<file path="src/rtl/muldiv_seq.sv">
// Multi-cycle MULT/MULTU/DIV/DIVU sequencer: shared radix-2 shift-add / restoring
// divide datapath with sign fix-up, HI/LO write strobe, stall and flush abort.
module muldiv_seq (
    input  logic        clk,
    input  logic        rst,
    input  logic        start,
    input  logic [1:0]  op,
    input  logic [31:0] src_a,
    input  logic [31:0] src_b,
    input  logic        flush,
    input  logic        ex_kill,
    output logic        busy,
    output logic        stall,
    output logic [1:0]  hilo_we,
    output logic [63:0] hilo_out,
    output logic        div_by_zero
);
    localparam int unsigned W  = 32;
    localparam int unsigned CW = 5;

    typedef enum logic [2:0] {
        S_IDLE,
        S_PREP,
        S_ITER,
        S_FIX,
        S_DONE
    } state_t;

    state_t          state;
    logic [1:0]      op_q;
    logic [W-1:0]    a_q;
    logic [W-1:0]    b_q;
    logic [2*W:0]    acc;
    logic [CW-1:0]   cnt;
    logic            q_sign;
    logic            r_sign;
    logic            dz_q;

    logic            is_div;
    logic            is_sgn;
    logic [W-1:0]    a_mag;
    logic [W-1:0]    b_mag;
    logic [W:0]      mul_sum;
    logic [2*W:0]    div_sh;
    logic [W:0]      div_diff;
    logic            div_ge;
    logic [2*W-1:0]  prod_fix;
    logic [W-1:0]    quo_fix;
    logic [W-1:0]    rem_fix;

    // One iteration of shift-add / restoring-subtract plus the final sign fix-up
    always_comb begin
        is_div   = op_q[1];
        is_sgn   = ~op_q[0];
        a_mag    = (is_sgn && a_q[W-1]) ? W'(-a_q) : a_q;
        b_mag    = (is_sgn && b_q[W-1]) ? W'(-b_q) : b_q;
        mul_sum  = acc[2*W:W] + (acc[0] ? {1'b0, a_q} : (W+1)'(0));
        div_sh   = {acc[2*W-1:0], 1'b0};
        div_diff = div_sh[2*W:W] - {1'b0, b_q};
        div_ge   = div_sh[2*W:W] >= {1'b0, b_q};
        prod_fix = q_sign ? (2*W)'(-acc[2*W-1:0]) : acc[2*W-1:0];
        quo_fix  = q_sign ? W'(-acc[W-1:0]) : acc[W-1:0];
        rem_fix  = r_sign ? W'(-acc[2*W-1:W]) : acc[2*W-1:W];
    end

    always_ff @(posedge clk or posedge rst) begin
        if (rst) begin
            state    <= S_IDLE;
            op_q     <= '0;
            a_q      <= '0;
            b_q      <= '0;
            acc      <= '0;
            cnt      <= '0;
            q_sign   <= 1'b0;
            r_sign   <= 1'b0;
            dz_q     <= 1'b0;
            hilo_out <= '0;
        end else if (flush) begin
            state <= S_IDLE;
        end else begin
            case (state)
                S_IDLE: begin
                    if (start) begin
                        op_q  <= op;
                        a_q   <= src_a;
                        b_q   <= src_b;
                        state <= S_PREP;
                    end
                end
                S_PREP: begin
                    q_sign <= is_sgn & (a_q[W-1] ^ b_q[W-1]);
                    r_sign <= is_sgn & a_q[W-1];
                    a_q    <= a_mag;
                    b_q    <= b_mag;
                    cnt    <= '0;
                    if (is_div && (b_q == '0)) begin
                        // HI keeps the raw dividend, LO saturates to all ones
                        hilo_out <= {a_q, {W{1'b1}}};
                        dz_q     <= 1'b1;
                        state    <= S_DONE;
                    end else begin
                        dz_q  <= 1'b0;
                        acc   <= {1'b0, W'(0), (is_div ? a_mag : b_mag)};
                        state <= S_ITER;
                    end
                end
                S_ITER: begin
                    if (is_div) begin
                        acc <= {1'b0, (div_ge ? div_diff[W-1:0] : div_sh[2*W-1:W]),
                                div_sh[W-1:1], div_ge};
                    end else begin
                        acc <= {1'b0, mul_sum, acc[W-1:1]};
                    end
                    cnt <= cnt + CW'(1);
                    if (cnt == {CW{1'b1}}) begin
                        state <= S_FIX;
                    end
                end
                S_FIX: begin
                    hilo_out <= is_div ? {rem_fix, quo_fix} : prod_fix;
                    state    <= S_DONE;
                end
                S_DONE: begin
                    state <= S_IDLE;
                end
                default: begin
                    state <= S_IDLE;
                end
            endcase
        end
    end

    // Stall drops in DONE so the instruction retires on the HI/LO commit edge
    always_comb begin
        busy        = (state != S_IDLE);
        stall       = ~flush & (((state == S_IDLE) & start) | (state == S_PREP) |
                                (state == S_ITER) | (state == S_FIX));
        hilo_we     = {2{(state == S_DONE) & ~ex_kill & ~flush}};
        div_by_zero = (state == S_DONE) & dz_q;
    end

endmodule

</file>
<file path="config.mk">
export PLATFORM = sky130hd
export DESIGN_NAME = muldiv_seq
export DESIGN_NICKNAME = d
export VERILOG_FILES = /design/src/rtl/muldiv_seq.sv
export SDC_FILE = /design/constraint.sdc
export NUM_CORES = 1
export LEC_CHECK = 0
export CORE_ASPECT_RATIO = 0.6
export CORE_MARGIN = 5
export CORE_UTILIZATION = 60
export CTS_CLUSTER_DIAMETER = 50
export DETAILED_ROUTE_END_ITERATION = 8
export DONT_BUFFER_PORTS = 1
export PLACE_DENSITY = 0.85
export SLEW_MARGIN = 30
export SYNTH_ARGS = -nofsm -noshare
export SYNTH_HDL_FRONTEND = slang
export SYNTH_SLANG_ARGS = --single-unit
</file>
<file path="constraint.sdc">
create_clock -name clk -period 12.21 [get_ports clk]
set_input_delay 1.8315 -clock clk [delete_from_list [all_inputs] [get_ports clk]]
set_output_delay 1.8315 -clock clk [all_outputs]
set_load 0.01 [all_outputs]
</file>
* After elaboration in Yosys (flattened, before gate mapping)
Cells that the tools add are included.
** Word-level totals
- Bits in registers :: 206
- Bits in latches :: 0
- Bits in writable memories :: 0
- Bits in read-only memories :: 0
- Input port bits :: 71
- Output and inout bits :: 69
- Word-level logic and storage cells :: 84
- Memories :: 0
** Operators by class
- Add/subtract/negate cells :: 8
- $mul :: 0
- Div/mod/pow operators :: 0
- $lt $le $gt $ge :: 1
- Equal/unequal tests :: 10
- Shift operators :: 0
- Multiplexer cells :: 25
- Bitwise logic cells :: 14
- Reduce and logical (&&, ||, !) cells :: 16
** Operators by type and width (count)
- $mux 32 :: 9
- $mux 64 :: 4
- $pmux 65 s2 :: 1
- $neg 32->32 :: 4
- $pmux 32 s2 :: 2
- $pmux 64 s2 :: 1
- $mux 65 :: 1
- $neg 64->64 :: 1
- $add 33x32->33 :: 1
- $ge 33x32->1 :: 1
- $logic_not 32->1 :: 1
- $sub 32x32->32 :: 1
- $mux 3 :: 4
- $pmux 3 s4 :: 1
- $reduce_and 3->1 :: 4
- $pmux 5 s2 :: 1
- $and 1x1->1 :: 7
- $eq 3x2->1 const B :: 2
- $ne 2x2->1 const B :: 3
- $ne 3x3->1 const B :: 2
- $reduce_and 2->1 :: 3
- $reduce_bool 2->1 :: 3
- $add 5x1->5 const B :: 1
- $eq 5x5->1 const B :: 1
- other kinds (9) :: 15

* Longest topological paths before layout
- Word-level depth :: 6
- Gate-level depth with buffers :: 16

* Worst setup path before layout
Ideal clock, no wire load.
- Path type :: input -> output
- Start :: input flush
- End :: output hilo_we[1]
- Arrival time :: 2801 ps
- Required time :: 10378 ps
- Path slack :: 7578 ps
- Cell stages on the path :: 4
- Buffers on the path :: 3
- Cell sequence :: buf_1 > clkbuf_1 > nor3_1 > buf_4
** On the way
- Cells in the longest elaborated chain, start to end :: 2
** RTL lines
- start, declared :: line 10 : input logic flush,
- $not 1->1 (no source line)
- $and 1x1->1 :: line 138 : hilo_we = {2{(state == S_DONE) & ~ex_kill & ~flush}};
- end, declared :: line 14 : output logic [1:0] hilo_we,
Every way passes these cells.

* Final worst setup path
- Start :: register acc[0]
- End :: register acc[61]
** On the way
- Cells in the longest elaborated chain, start to end :: 4
** RTL lines
- start, declared :: line 33 : logic [2*W:0] acc;
- start signal, assigned :: line 103 : acc <= {1'b0, W'(0), (is_div ? a_mag : b_mag)};
- start signal, assigned :: line 109 : acc <= {1'b0, (div_ge ? div_diff[W-1:0] : div_sh[2*W-1:W]),
- start signal, assigned :: line 112 : acc <= {1'b0, mul_sum, acc[W-1:1]};
- $mux 32 :: line 57 : mul_sum = acc[2*W:W] + (acc[0] ? {1'b0, a_q} : (W+1)'(0));
- $add 33x32->33 :: line 57
- $mux 64 :: line 108 : if (is_div) begin
- $pmux 65 s2 :: line 81 : case (state)
Every way passes these cells.
A chain may end at the register's enable or synchronous reset.

==> impl_results.md <==
- Status: complete, no violations
- Post-cts resize count: 0
- Total power: between 5000 and 6000 uW
- Hold path startpoint: dz_q
- TNS Setup: 0 ps
- Critical path startpoint category: flop
- CTS Buf Count: 25
- Mean area per synthesized cell: between 8 and 9 um^2
- Pwr dens: 323 nW/um^2
- Row Count: 46
- LEAKAGE: approximately 0.0072 uW
- Pre-CTS setup slack: between 7000 and 8000 ps
- Seq/Total Area, Yosys: roughly a third
- Post-CTS Setup Bufs: 0
- Die span in y: 136 um
- Synth Instances: between 1500 and 2000
- Fillers: 2256
- Post-CTS Hold Fix Bufs: 0
- Asr flop ratio synth: 100%
- Max Slew Vio Count: 0
- Max layer used: met5
- Number of max-cap violations: 0
- WP data arrival: 4680 ps
- Met2 wire length: 22700 um
- Clk pin slew, worst setup/hold paths: 70 ps
- Initial antenna violation count: 6
- CTS tree: yes
- FF-to-FF Start: acc[0]
- Final wirelength: 59200 um
- Reg2reg setup slack: 7920 ps
- VDD IR max: 0.180 mV
- Layout cells sized above 1: 5.78%
- Top-count cell post-synth: a21oi_1
- Yosys top cell area share: 32.3%
- Initial DRC count: around 2600
- FF-to-FF End: acc[61]
- Relative slew slack: 33.1%
- Horiz. Die Dim: between 200 and 250 um
- Clock sinks: 205
- GRT Total Usage: 38.5%
- Sw Share: 52.8%
- # nets final: 2030
- Routed len/inst: 26.1 um
- Fmax: around 230 MHz
- Sequential group share of total power: 29.6%
- Cell Area, Synth: 15900 um^2
- Synth area leaders: dfrtp_1 (32%), a21oi_1 (6.5%), o21ai_0 (6.4%)
- Synth Flop Type: dfrtp_1
- Setup slack after layout: around 7900 ps
- Endpoint, Worst Hold: dz_q
- Footprint of the multi-input gates: 10100 um^2
- DR pass1 iterations: 6
- Metal1 wirelength: between 20000 and 25000 um
- Sequential Area: 5130 um^2
- Final Setup Violations: 0
- Clk buf depth: 3
- Tcrit/Tclk final: 35.2%
- Commonest cells post-synth: a21oi_1 (208), dfrtp_1 (205), o21ai_0 (204), nand2_1 (191), nor2_1 (156)
- Vias: between 15000 and 20000
- Min cycle time layout: 4290 ps
- Critical Path RT: ~13000 ps
- Drt drc: 0
- Routed Antenna Nets: 0
- Worst hold path stage count: 1
- Syn. warnings: 0
- Largest area contributor in the synthesized netlist: dfrtp_1
- Setup crit end kind: flop
- Clk root buf: clkbuf_16
- Io pins: 140
- Post-DP HPWL: 44400 um
- Cell-internal power: 2580 uW
- Combinational power share: 56.3%
- Largest net degree at the start of global routing: 140
- Worst R2R Path Depth: 16
- Port Buffer Count: 0
- First-pass GRT wire length: 87700 um
- Clock share of power: 14.1%
- Syn Nets: 2106
- Sw power: 2880 uW
- Hold Path Class: reg2reg
- Synth cell types: 82
- Kind of critical path: reg2reg
- Initial Util: roughly 61%
- Worst-path fanout max: 34
- Die area: roughly 30000 um^2
- GP Congestion: 1.03
- Yosys reg bits: approximately 200
- Gr ovfl total: 0
- Placeable Area: 26200 um^2
- Worst Tran Pin Value: roughly 1000 ps
- Skew final: 21.4 ps
- Vias per cell: 6.86
- EDFF count, synth: 0
- Synth-to-Final Area Change: 6.32%
- Vias in the first global route: 14100
- RSZ-0062 raised after global routing: false
- Final Hold Viols: 0
- Met3 routed WL: between 9000 and 10000 um
- Clock Latency Late Sink: 550 ps
- H-Tree Depth: 1
cell usage in the layout (no fill, tap or decap), types with 28 or more instances in the layout:
| cell | Yosys | final |
|---|---|---|
| inv_1 | 60 | 59 |
| xnor2_1 | 100 | 100 |
| a22oi_1 | 47 | 47 |
| nor2_1 | 156 | 154 |
| nor3_1 | 62 | 62 |
| dfrtp_1 | 205 | 204 |
| xor2_1 | 71 | 71 |
| nand3_1 | 29 | 29 |
| o21ai_0 | 204 | 204 |
| mux2i_1 | 47 | 47 |
| ha_1 | 70 | 70 |
| and2_1 | 32 | 31 |
| nand2_1 | 191 | 190 |
| a21oi_1 | 208 | 208 |
| a21o_1 | 28 | 28 |
flip-flops by register name (all words and copies together) (netlist names):
signal    cells
acc          64
hilo_out     64
a_q          32
b_q          32
cnt           5
state         3
op_q          2
dz_q          1
q_sign        1
r_sign        1
critical path: stages (launching register included):
cell       delay, ps
dfrtp_1          960
inv_1            300
nor2_1           190
ha_1             210
inv_1             60
fa_1             380
nand2b_1         200
a21oi_1          280
o2111ai_1        190
a31oi_1          220
o21ai_0          200
o31ai_1          310
o21ai_0          180
nand2b_1         110
a21oi_1           80
xor2_1           140
o221ai_1         120
stage by stage:
stage	hold WS (ps)	util (%)	cell area (um^2)	cells
floorplan	442	-	15900	1963
global placement	459	61.1	16000	2220
detailed placement	465	61.1	16000	2220
CTS	486	64.3	16900	2264
global route	503	64.4	16900	2266
finish	485	64.4	16900	2268
power by group through the flow:
stage          registers, uW  logic (uW)  clock network (uW)
6_report                1610        3070                 771
5_1_grt                 1630        3330                 803
4_1_cts                 1570        2960                 771
3_5_place_dp            1580        2940                   0
3_3_place_gp            1570        2890                   0
2_1_floorplan           1280        2280                   0
how the worst max path moves through the flow:
stage	from	endpoint	slack (ps)
2_1_floorplan	rst	a_q[0]	4780
5_1_grt	acc[0]	acc[61]	7610
4_1_cts	acc[0]	acc[61]	7990
3_3_place_gp	flush	hilo_we[0]	7980
3_5_place_dp	acc[0]	acc[61]	7990
6_report	acc[0]	acc[61]	7920
logic make-up (layout without fill, tap and decap cells):
logic type | count (synthesis) | after routing | share of synthesized area [%]
AO/OA/AOI/OAI | 677 | 677 | 26.0
XOR/XNOR | 171 | 171 | 9.42
adder cells (fa/ha/maj) | 72 | 72 | 5.76
buffers and inverters | 184 | 125 | 4.51
flip-flops | 205 | 205 | 32.3
multiplexers | 59 | 59 | 4.09
other | 0 | 4 | 0
AND/OR/NAND/NOR | 595 | 595 | 18.0
layer usage:
layer  track usage [%]  up-vias
li1                  -     6965
met1              56.6     7365
met4              9.59        4
met2              50.7     1092
met5                 0        -
met3              18.1      126
cell type report:
| class | instances | area share (%) |
|---|---|---|
| well taps | 360 | 2.67 |
| clock inverters | 12 | 0.777 |
| diodes | 4 | 0.0592 |
| clock buffers | 32 | 4.15 |
| flip-flops and latches | 205 | 30.4 |
| repair buffers | 19 | 0.866 |
| multi-input cells | 1574 | 59.7 |
| inverters | 62 | 1.45 |
Note: power is estimated with default switching activity, not from simulation.
==> RTL change 1, RTL diff (same flow settings) <==
The localparam `CW` goes from 5 to 10.
--- a/src/rtl/muldiv_seq.sv
+++ b/src/rtl/muldiv_seq.sv
@@ -16,7 +16,7 @@
     output logic        div_by_zero
 );
     localparam int unsigned W  = 32;
-    localparam int unsigned CW = 5;
+    localparam int unsigned CW = 10;
 
     typedef enum logic [2:0] {
         S_IDLE,
Formal check against the unedited RTL: same outputs for any inputs over 4 cycles, from zero or initial values and one cycle with rst high; that may be too few to reach the edited logic, so the function may still have changed.
==> RTL change 1 against the unedited design <==
Global-route usage rose by 0.70 points. Cell area up 6.7%. Sequential cell count is 5 higher. Non-clock buffer count rose by 7. Sequential share of layout area decreased by 1.2 points. Routed wire length is 9.7% higher. Via count is 11% higher. Synthesized cell count is 9.4% higher. Setup slack gained 81 ps. Fmax up 1.9%. Critical path depth decreased by 15. Final cell count up 8.1%. Total power up 8.5%. Critical path type is now input pin to output port. Synthesized area grew 6.3%.
==> RTL change 1: results (changes against the unedited design) <==
Placed design
The estimated wirelength of the detail-placed design is 48,600 um (was 44,400 um). The final RePlAce weighted congestion came to 1.04 (was 1.03).

Power and ir drop
The highest ir drop seen on vdd came to 0.000193 V (was 0.000180 V). The total clock network power is 897 uW (was 771 uW). The fraction of power consumed by combinational cells came to 0.577 (was 0.563). The power density normalized to cell area came to 328 nW/um^2 (was 323 nW/um^2).

The design internal power was 2.81 mW (was 2.58 mW).

Critical path
The longest individual stage delay on the worst path is 550 ps (was 960 ps). The arrival time reported for the critical path endpoint is 2380 ps (was 4680 ps). The cell with the largest stage delay on the worst path was nor3_1 (was dfrtp_1). The top cell family by delay on the critical path is simple AND/OR/NAND/NOR gates (was compound AO/OA/AOI/OAI gates). The peak fanout along the critical path came to 14 (was 34). The cell count of the worst reg-to-reg path is 10 (was 16).

Clocking
The clock insertion delay at the later pin of the skew report is 570 ps (was 550 ps). The total clock buffers created by CTS was 26 (was 25).

Global routing
The number of global-route vias before repair was 15.7k (was 14.1k). The number of antenna violations at the first check in global routing came to 5 (was 6). The global-route wire length before repair is 96,200 um (was 87,700 um). The overall global routing resource usage came to 0.392 (was 0.385).

The largest net degree at the start of global routing is 90 (was 140).

Drt
The detail-routed via count per cell is 7.03 (was 6.86). The initial DRC count came to 2,527 (was 2,596). The total length of routed wires is 64,900 um (was 59,200 um).

Synth
Dominant cells by area after synthesis: dfrtp_1, a21oi_1, o21ai_0 (unchanged). The number of nets produced by synthesis is 2,289 (was 2,106). The sequential fraction of the synthesis area is 0.311 (was 0.323). The number of different library cells in the post-synthesis netlist came to 88 (was 82). Most frequent cells after synthesis: a21oi_1, nand2_1, o21ai_0 (was a21oi_1, dfrtp_1, o21ai_0).

STA
The transition time of the tightest slew-check pin is 985 ps (was 1000 ps). The worst clock skew is 21.4 ps (about the same).

Cells and area
The final layout net count is 2,198 (was 2,030). The fraction of final layout cells sized beyond drive strength 1 is 0.0617 (was 0.0578).

Hold path
The worst hold path depth is 2 (was 1).

Outcome
Result of the run: complete, no violations (unchanged).
## RTL change 1: path summary, 6_finish.rpt
| check | startpoint | endpoint | slack (ps) |
|---|---|---|---|
| min | dz_q | dz_q | 500 |
| min in group asynchronous | rst | cnt[6] | 1180 |
| min reg2reg | dz_q | dz_q | 500 |
| max reg2reg | b_q[2] | acc[29] | 8040 |
| max in group asynchronous | rst | op_q[1] | 9730 |
| max | flush | hilo_we[0] | 8000 |
## RTL change 1: cell type report
type,instances,area [sq um]
Antenna cell,8,20.0
Clock buffer,32,713
Clock inverter,16,269
Fill cell,2371,9600
Inverter,74,287
Multi-Input combinational cell,1718,10800
Sequential cell,210,5260
Tap cell,367,459
Timing Repair Buffer,26,199
## RTL change 1: stage by stage
step / util / instances / setup slack, ps / hold slack (ps) / instance area, sq um
2_1_floorplan: - / 2147 / 4640 / 438 / 16900
3_3_place_gp: 0.616 / 2395 / 8000 / 474 / 17000
3_5_place_dp: 0.616 / 2395 / 8000 / 476 / 17000
4_1_cts: 0.651 / 2443 / 8000 / 492 / 18000
5_1_grt: 0.652 / 2445 / 7830 / 525 / 18000
6_report: 0.653 / 2451 / 8000 / 497 / 18000
## RTL change 1: cells by family after synthesis
| kind of cell | count (synthesis) | share of synthesized area |
|---|---|---|
| compound gates | 726 | 0.260 |
| simple gates | 696 | 0.200 |
| buf+inv | 219 | 0.0521 |
| flops | 210 | 0.311 |
| xor+xnor | 171 | 0.0886 |
| fa+ha+maj | 71 | 0.0534 |
| mux | 54 | 0.0348 |
## RTL change 1: layer usage
layer	share of wire	GRT usage	vias to the layer above
met5	0.0025	0.0276	-
met4	0.035	0.114	8
met3	0.16	0.157	155
met2	0.40	0.545	1212
met1	0.40	0.562	8261
li1	-	-	7603
==> RTL change 2, RTL diff (config.mk and constraints unchanged) <==
Made on the original files. The 5 states of `state_t` get a one-hot encoding in 5 bits.
--- a/src/rtl/muldiv_seq.sv
+++ b/src/rtl/muldiv_seq.sv
@@ -18,12 +18,12 @@
     localparam int unsigned W  = 32;
     localparam int unsigned CW = 5;
 
-    typedef enum logic [2:0] {
-        S_IDLE,
-        S_PREP,
-        S_ITER,
-        S_FIX,
-        S_DONE
+    typedef enum logic [4:0] {
+        S_IDLE = 5'b00001,
+        S_PREP = 5'b00010,
+        S_ITER = 5'b00100,
+        S_FIX  = 5'b01000,
+        S_DONE = 5'b10000
     } state_t;
 
     state_t          state;
Formal check against the unedited RTL: same outputs for any inputs over 4 cycles, from zero or initial values and one cycle with rst high; so few cycles prove little.
==> RTL change 2 against the unedited design <==
Clock skew is 1.1 ps higher. Synthesized area increased by 2.0%. Die area is 1.9% higher. Sequential cell count is 2 higher. Routed wire length is 3.3% higher. Utilization rose by 0.50 points. Global-route usage up 0.23 points. Setup slack lost 320 ps. Cell area rose by 1.9%. Via count rose by 5.8%.
Power is not compared: it rests on default switching activity, and its combinational part moved more than twofold at a synthesized area within 25%.
==> RTL change 2: results (changes against the unedited design) <==
Synth
Dominant cells by area after synthesis: dfrtp_1, o21ai_0, nand2_1 (was dfrtp_1, a21oi_1, o21ai_0). The fraction of synthesis flops using an asynchronous set or reset pin came to 1.00 (unchanged). The number of different library cells in the post-synthesis netlist is 74 (was 82). Most frequent cells after synthesis: nand2_1, dfrtp_1, o21ai_0 (was a21oi_1, dfrtp_1, o21ai_0). The number of nets produced by synthesis came to 2,211 (was 2,106). The mean cell area of the mapped netlist came to 7.84 sq um (was 8.10 sq um). The sequential fraction of the synthesis area is 0.320 (was 0.323).

Power and ir drop
Of the total power, registers draw 0.321. The highest ir drop seen on vdd is 0.000135 V. The post-layout total power is 3.28 mW.

Drt
The initial DRC count came to 2,813 (was 2,596). The iteration count of the initial detailed-routing pass came to 7 (was 6). The via count of the routed design is 16.5k (was 15.6k). The average wire per cell in the routed design was 26.0 um (was 26.1 um).

Critical path
The worst reg2reg path endpoint is acc[63] (was acc[61]). The arrival time reported for the critical path endpoint is 5050 ps (was 4680 ps). The longest individual stage delay on the worst path is 920 ps (was 960 ps). The setup slack of the most critical reg-to-reg path is 7600 ps (was 7920 ps). The cell count of the worst reg-to-reg path is 15 (was 16). The peak fanout along the critical path is 33 (was 34).

Clocking
The cts-stage hold buffer count is 0 (unchanged). The total of cells resized after clock tree synthesis is 0 (unchanged). The total clock buffers created by CTS is 24 (was 25).

STA
The final-layout worst hold slack came to 522 ps (was 485 ps). The worst-case headroom to the max-slew limit is 0.292 (was 0.331). The worst clock skew is 22.5 ps (was 21.4 ps).

Placed design
The final RePlAce weighted congestion is 1.01 (was 1.03). The worst slack after detailed placement was 7710 ps (was 7990 ps). The estimated wirelength of the detail-placed design is 44,900 um (was 44,400 um).

The instance count after placement with tap cells included is 2,306 (was 2,220). The placed standard-cell area came to 16,300 sq um (was 16,000 sq um).

Cells and area
The final layout net count came to 2,115 (was 2,030). The count of non-filler cells in the finished layout was 2,355 (was 2,268). The number of filler instances in the final layout is 2,292 (was 2,256). The fraction of final layout cells sized beyond drive strength 1 is 0.0467 (was 0.0578).

The register area is 5180 sq um (was 5130 sq um).

Global routing
The global-route wire length before repair came to 91,700 um (was 87,700 um). The largest net degree at the start of global routing came to 127 (was 140). The number of antenna violations at the first check in global routing came to 6 (unchanged). The overall global routing resource usage was 0.388 (was 0.385).

The number of global-route vias before repair is 14.9k (was 14.1k).

Hold path
The startpoint of the most critical hold path is cnt[4] (was dz_q). The endpoint of the worst hold-timing path is cnt[4] (was dz_q).

Outcome
Result of the run: complete, no violations (unchanged).
-- RTL change 2: cell types whose count changed after synthesis, moves of 26 or more --
| cell | before | now |
|---|---|---|
| nand2_1 | 191 | 265 |
| o211ai_1 | 20 | 55 |
| nand3_1 | 29 | 63 |
| a21oi_1 | 208 | 175 |
| a22oi_1 | 47 | 16 |
| clkbuf_1 | 97 | 126 |
| nor3_1 | 62 | 36 |
-- RTL change 2: worst max path at each step --
stage / endpoint / slack [ps] / cells past startpoint
global placement: acc[63] / 7900 / 15
CTS: acc[63] / 7660 / 15
floorplan: a_q[0] / 4730 / 1
finish: acc[63] / 7600 / 15
global route: acc[63] / 7120 / 15
detailed placement: acc[63] / 7710 / 15
-- RTL change 2: routing by layer --
| metal | wire, um | global-route usage |
|---|---|---|
| met1 | 24800 | 0.569 |
| met2 | 22900 | 0.501 |
| met3 | 11900 | 0.206 |
| met4 | 1420 | 0.0722 |
| met5 | 93 | 0.0113 |
-- RTL change 2: final cells by class --
type | instances | share of cell area
well taps | 360 | 0.0262
inverters | 62 | 0.0142
multi-input cells | 1658 | 0.597
diodes | 5 | 0.000727
clock inverters | 16 | 0.0145
flip-flops and latches | 207 | 0.301
clock buffers | 28 | 0.0376
repair buffers | 19 | 0.00850
-- RTL change 2: cells by family (layout without fill, tap and decap cells) --
| family | after synthesis | after routing | synth area share |
|---|---|---|---|
| AO/OA/AOI/OAI | 674 | 674 | 0.258 |
| buffers and inverters | 203 | 125 | 0.0476 |
| adder cells (fa/ha/maj) | 72 | 72 | 0.0565 |
| XOR/XNOR | 172 | 172 | 0.0929 |
| flip-flops | 207 | 207 | 0.320 |
| multiplexers | 41 | 41 | 0.0258 |
| AND/OR/NAND/NOR | 699 | 699 | 0.199 |
| other | 0 | 5 | 0 |
